`src/rtl/pipelined_adder_subtractor.sv`:
```
// pipelined_adder_subtractor
//   Pipelined two's-complement adder/subtractor with valid/ready streaming.
//   The carry chain is cut into SEGS equal segments, one per pipeline stage,
//   so a new operation can enter every cycle and its result appears SEGS
//   cycles later. Produces carry/borrow, signed overflow, zero and negative
//   flags, plus a sticky overflow indicator.
//   Optional feature macro: ADDSUB_SAT_EN -- when defined, results that
//   overflow are clamped to the most positive / most negative value.
module pipelined_adder_subtractor #(
    parameter int WIDTH = 16,
    parameter int SEGS  = 4
) (
    input  logic             clk,
    input  logic             rst_n,
    input  logic             in_valid,
    output logic             in_ready,
    input  logic [WIDTH-1:0] in_a,
    input  logic [WIDTH-1:0] in_b,
    input  logic             in_op,
    output logic             out_valid,
    input  logic             out_ready,
    output logic [WIDTH-1:0] out_s,
    output logic             out_c,
    output logic             out_v,
    output logic             out_z,
    output logic             out_n,
    output logic             ovf_sticky
);

    // Bits handled by each segment of the carry chain.
    localparam int SW = WIDTH / SEGS;

    if (WIDTH < 2 || SEGS < 1 || (WIDTH % SEGS) != 0) begin : g_param_check
        $error("pipelined_adder_subtractor: WIDTH must be >= 2 and a multiple of SEGS");
    end

    // The whole pipe moves as one: it advances whenever the output slot is
    // empty or being drained, otherwise everything (bubbles included) holds.
    logic advance;
    assign advance  = !out_valid || out_ready;
    assign in_ready = advance;

`ifdef ADDSUB_SAT_EN
    // Clamp an overflowed result. A set sign bit on overflow means the true
    // result was too large (positive overflow), a clear one means too small.
    function automatic logic [WIDTH-1:0] saturate(input logic [WIDTH-1:0] raw,
                                                  input logic             ovf);
        logic [WIDTH-1:0] lim;
        lim = raw;
        if (ovf) begin
            if (raw[WIDTH-1]) begin
                lim            = '1;
                lim[WIDTH-1]   = 1'b0;
            end else begin
                lim            = '0;
                lim[WIDTH-1]   = 1'b1;
            end
        end
        return lim;
    endfunction
`endif

    for (genvar k = 0; k < SEGS; k++) begin : g_seg
        // Operand bits not yet consumed when entering segment k, and result
        // bits already produced by the earlier segments.
        localparam int REM  = WIDTH - k * SW;
        localparam int DONE = k * SW;

        logic [REM-1:0]       a_src;
        logic [REM-1:0]       b_src;
        logic                 cin_src;
        logic                 op_src;
        logic                 vld_src;
        logic [SW:0]          seg;
        logic [DONE+SW-1:0]   acc;

        if (k == 0) begin : g_in
            // Subtraction is A + ~B + 1: invert B and inject the op as carry-in.
            assign a_src   = in_a;
            assign b_src   = in_b ^ {WIDTH{in_op}};
            assign cin_src = in_op;
            assign op_src  = in_op;
            assign vld_src = in_valid;
            assign acc     = seg[SW-1:0];
        end else begin : g_chain
            assign a_src   = g_seg[k-1].g_reg.a_p;
            assign b_src   = g_seg[k-1].g_reg.b_p;
            assign cin_src = g_seg[k-1].g_reg.c_p;
            assign op_src  = g_seg[k-1].g_reg.op_p;
            assign vld_src = g_seg[k-1].g_reg.vld_p;
            assign acc     = {seg[SW-1:0], g_seg[k-1].g_reg.sum_p};
        end

        // Segment k adds the lowest remaining slice with the carry from k-1.
        assign seg = {1'b0, a_src[SW-1:0]} + {1'b0, b_src[SW-1:0]} + {{SW{1'b0}}, cin_src};

        if (k < SEGS - 1) begin : g_reg
            logic [REM-SW-1:0]  a_p;
            logic [REM-SW-1:0]  b_p;
            logic [DONE+SW-1:0] sum_p;
            logic               c_p;
            logic               op_p;
            logic               vld_p;

            // ---- stage k boundary: partial sum, carry and skewed upper operand slices ----
            always_ff @(posedge clk or negedge rst_n) begin
                if (!rst_n) begin
                    vld_p <= 1'b0;
                    a_p   <= '0;
                    b_p   <= '0;
                    sum_p <= '0;
                    c_p   <= 1'b0;
                    op_p  <= 1'b0;
                end else if (advance) begin
                    vld_p <= vld_src;
                    a_p   <= a_src[REM-1:SW];
                    b_p   <= b_src[REM-1:SW];
                    sum_p <= acc;
                    c_p   <= seg[SW];
                    op_p  <= op_src;
                end
            end
        end else begin : g_out
            logic             c_msb;
            logic             v_raw;
            logic [WIDTH-1:0] s_fin;

            // Carry into the MSB recovered from the MSB sum bit and its operands;
            // overflow is that carry disagreeing with the carry out.
            assign c_msb = acc[WIDTH-1] ^ a_src[SW-1] ^ b_src[SW-1];
            assign v_raw = seg[SW] ^ c_msb;
`ifdef ADDSUB_SAT_EN
            assign s_fin = saturate(acc, v_raw);
`else
            assign s_fin = acc;
`endif

            // ---- final stage boundary: full result and flags ----
            always_ff @(posedge clk or negedge rst_n) begin
                if (!rst_n) begin
                    out_valid <= 1'b0;
                    out_s     <= '0;
                    out_c     <= 1'b0;
                    out_v     <= 1'b0;
                    out_z     <= 1'b0;
                    out_n     <= 1'b0;
                end else if (advance) begin
                    out_valid <= vld_src;
                    out_s     <= s_fin;
                    out_c     <= seg[SW] ^ op_src;
                    out_v     <= v_raw;
                    out_z     <= ~|s_fin;
                    out_n     <= s_fin[WIDTH-1];
                end
            end
        end
    end

    // Remember any overflow that actually left the unit; only reset clears it.
    always_ff @(posedge clk or negedge rst_n) begin
        if (!rst_n) begin
            ovf_sticky <= 1'b0;
        end else if (out_valid && out_ready && out_v) begin
            ovf_sticky <= 1'b1;
        end
    end

endmodule
```
`config.mk`:
```
export PLATFORM = sky130hd
export DESIGN_NAME = pipelined_adder_subtractor
export DESIGN_NICKNAME = d
export VERILOG_FILES = /design/src/rtl/pipelined_adder_subtractor.sv
export SDC_FILE = /design/constraint.sdc
export NUM_CORES = 1
export LEC_CHECK = 0
export ABC_AREA = 1
export BUFFER_PORTS_ARGS = -buffer_cell sky130_fd_sc_hd__buf_2
export CAP_MARGIN = 20
export CORE_MARGIN = 3
export CORE_UTILIZATION = 64
export CTS_BUF_LIST = sky130_fd_sc_hd__clkbuf_4 sky130_fd_sc_hd__clkbuf_8
export CTS_CLUSTER_DIAMETER = 150
export CTS_CLUSTER_SIZE = 20
export DETAILED_ROUTE_END_ITERATION = 8
export PLACE_DENSITY = 0.95
export SYNTH_ARGS = -nofsm -noshare
export SYNTH_HDL_FRONTEND = slang
export SYNTH_SLANG_ARGS = --single-unit
```
`constraint.sdc`:
```
create_clock -name clk -period 3.2 [get_ports clk]
set_input_delay 0.64 -clock clk [delete_from_list [all_inputs] [get_ports clk]]
set_output_delay 0.64 -clock clk [all_outputs]
set_load 0.01 [all_outputs]
```
==> impl_results.md <==
- CTS sink count: 102
- Yosys top cell area share: 55.5%
- Post-synth top area cell: dfrtp_1
- Worst reg2reg path startpoint: g_seg[2].g_reg.a_p[0]
- Simple-gate share of the synthesized area: 19.4%
- Reg clk slew, reported paths: 110 ps
- Clk_skew: 12.2 ps
- Multi-input gate area: 0.00174 sq mm
- Post-synth top cells: nand2_1 (183), dfrtp_1 (102), o21ai_0 (53)
- Cell Rows: 30
- Routing usage on met2: 40.5%
- Num CTS Buffers: 9
- Hold_buf cts: 0
- H-tree Lvls: 3
- Port bufs: 59
- Cells after Synth: roughly 500
- Area contributors post-synth: dfrtp_1 (55%), nand2_1 (15%), o21ai_0 (5.8%)
- Via/cell ratio: 5.35
- Gpl congestion: 0.788
- Post-DRT Antenna Nets: 0
- CORE AREA: 0.00687 sq mm
- DR iter-0 viols: 293
- Busiest grt layer: met2
- Setup Fix Bufs, Post-CTS: 0
- Area grow syn2layout: 10.8%
- Actual slew at the worst max-slew pin: ~730 ps
- CP Capture Type: flip-flop
- Post-detail-place hpwl: 6280 um
- RSZ-0062 raised after global routing: no
- Vias in the first global route: 3456
- Internal power: 2.89 mW
- Crit Path Max Fanout: 3
- Yosys Warn Count: 0
- Fillcell total: 497
- Final Critical Period: 2070 ps
- Clk pwr share: about 16%
- Post-Route Setup TNS: 0 ps
- DRC errors left: 0
- Met1 usage: between 20% and 30%
- Min-delay worst type: in -> async
- Layout cell share with drive strength beyond 1: 15.3%
- Initial Util: 67.0%
- Fin nets: 606
- Initial antenna violation count: 0
- Seq pwr share: between 40% and 50%
- Reg2Reg Depth: 6
- Max Transition Viols Final: 0
- Antenna cells: 0
- Largest net degree at the start of global routing: 76
- All-Layer GR Usage: between 20% and 30%
- Outcome: completed
- Fraction of registers with async set/reset: 100%
- Routed vias: 3484
- Max cap viols: 0
- Drt total wl: 9060 um
- Met3 Track Usage GR: ~5.6%
- Multiplexer area fraction after synthesis: 0%
- Syn avg cell area: 9.18 sq um
- Worst-skew pair later-pin latency: 360 ps
- Post-Synth Adder-Cell Area: 6.31%
- Aggregate global routing overflow: 0
- TritonCTS clock tree: done
- CTS root buf: clkbuf_8
- Register area: 0.00255 sq mm
- Leakage: between 2 and 3 nW
- Data required, critical path: 3420 ps
- Final Cycle Share: 64.8%
- Largest family of logic cells by synthesized area: simple AND/OR/NAND/NOR gates
- Critical Path AT: between 2000 and 2500 ps
- Hold Fails Final Rpt: 0
- Distinct cells, synth: 28
- Die Y: around 91 um
- Mapped Area: about 0.0046 sq mm
- Sequential fraction of the synthesis area: 55.5%
- Achievable frequency: 482 MHz
- XOR/XNOR share of the synthesized area: ~3.6%
- Deepest clock path buffer count: 2
- EDFF count, synth: 0
- Top-count cell post-synth: nand2_1
- DR WL/cell: 13.9 um
- Post-synth top flop: dfrtp_1
- IO Count: 60
- Maximum VDD drop: approximately 0.46 mV
- Synthesized net count: ~560
- Post-route total power: 4.85 mW
- First-pass GRT wire length: approximately 15000 um
- Die width: between 90 and 100 um
- Max transition margin: about half
- Logic pwr share: 39.2%
- Flops & latches, synth: 102
- R2r setup slk: around 1100 ps
- PostCTS Resize Cnt: 0
- Die ar.: 0.00824 sq mm
- Sw frac: 40.5%
- PwrDens: 953 mW/mm^2
- DRT Pass-1 Iters: 5
- Kind of critical path: reg -> reg
- Crit start category: flip-flop
- Switching pwr: 1.96 mW
- Final setup vio count: 0
- Reg-to-reg endpoint: out_c
- Compound-cell area share of the yosys netlist: 8.59%
## power by group through the flow
stage / Clock, mW / Combinational (mW) / Sequential [mW]
floorplan: 0 / 1.35 / 2.18
global placement: 0 / 1.75 / 2.16
detailed placement: 0 / 1.88 / 2.20
CTS: 0.776 / 1.91 / 2.18
global route: 0.833 / 2.19 / 2.25
finish: 0.769 / 1.90 / 2.18
## placed cells by master (no fill, tap or decap), types with 3 or more instances in the layout
cell | netlist | layout
inv_1 | 37 | 37
nor2_1 | 15 | 15
o21ai_0 | 53 | 53
xnor2_1 | 14 | 14
clkinv_4 | 0 | 3
o21ai_1 | 11 | 11
ha_1 | 12 | 12
buf_2 | 10 | 58
fa_1 | 7 | 7
a21oi_1 | 7 | 7
dfrtp_1 | 102 | 102
nand2_1 | 183 | 183
nand3_1 | 17 | 17
xor2_1 | 5 | 5
clkbuf_8 | 0 | 10
inv_6 | 0 | 3
## cells by family after synthesis
| logic type | after synthesis |
|---|---|
| fa+ha+maj | 19 |
| buf+inv | 62 |
| xor+xnor | 19 |
| flops | 102 |
| simple gates | 223 |
| compound gates | 76 |
## per-layer routing
| layer | wire length, um | part of all wire (%) |
|---|---|---|
| met2 | 4700 | 52 |
| met5 | 0 | 0 |
| met3 | 435 | 4.8 |
| met4 | 161 | 1.8 |
| met1 | 3760 | 42 |
## worst max-delay path, stage by stage, from the launching register on
cell,delay (ps)
dfrtp_1,430
fa_1,500
fa_1,440
nand3_1,130
nand3_1,140
xnor2_1,200
o21ai_1,80
## how the worst max path moves through the flow
stage	startpoint	end	slack (ps)	depth (start not counted)
after floorplan	in_op	g_seg[0].g_reg.c_p	1280	8
after global placement	out_ready	g_seg[1].g_reg.c_p	1010	7
after detailed placement	out_ready	g_seg[1].g_reg.c_p	960	7
after CTS	g_seg[2].g_reg.a_p[0]	out_c	1130	6
after global routing	g_seg[2].g_reg.a_p[0]	out_v	1050	8
final	g_seg[2].g_reg.a_p[0]	out_c	1130	6
## cell type report
cell class,count,area share [%]
tap,96,2.36
clock buffer,10,2.70
inverter,38,2.85
timing repair buffer,62,6.78
multi-input combinational,337,34.2
clock inverter,6,1.03
sequential,102,50.1
## per-stage QoR
stage          instances  util, %  hold WS, ps  setup slack, ps  instance area (sq um)
2_1_floorplan        501        -          344             1280                   4600
3_3_place_gp         635     71.4          438             1010                   4910
3_5_place_dp         635     71.4          439              959                   4910
4_1_cts              651     74.2          349             1130                   5100
5_1_grt              651     74.2          371             1050                   5100
6_report             651     74.2          318             1130                   5100
## sequential cells by signal, indices dropped and copies added (netlist names)
register and flops:
g_seg.g_reg.a_p 24, ovf_sticky 1, out_s 16, out_valid 1, g_seg.g_reg.op_p 3, out_c 1, out_v 1, g_seg.g_reg.vld_p 3
g_seg.g_reg.b_p 24, out_z 1, g_seg.g_reg.sum_p 24, g_seg.g_reg.c_p 3
(Power assumes the default switching activity.)
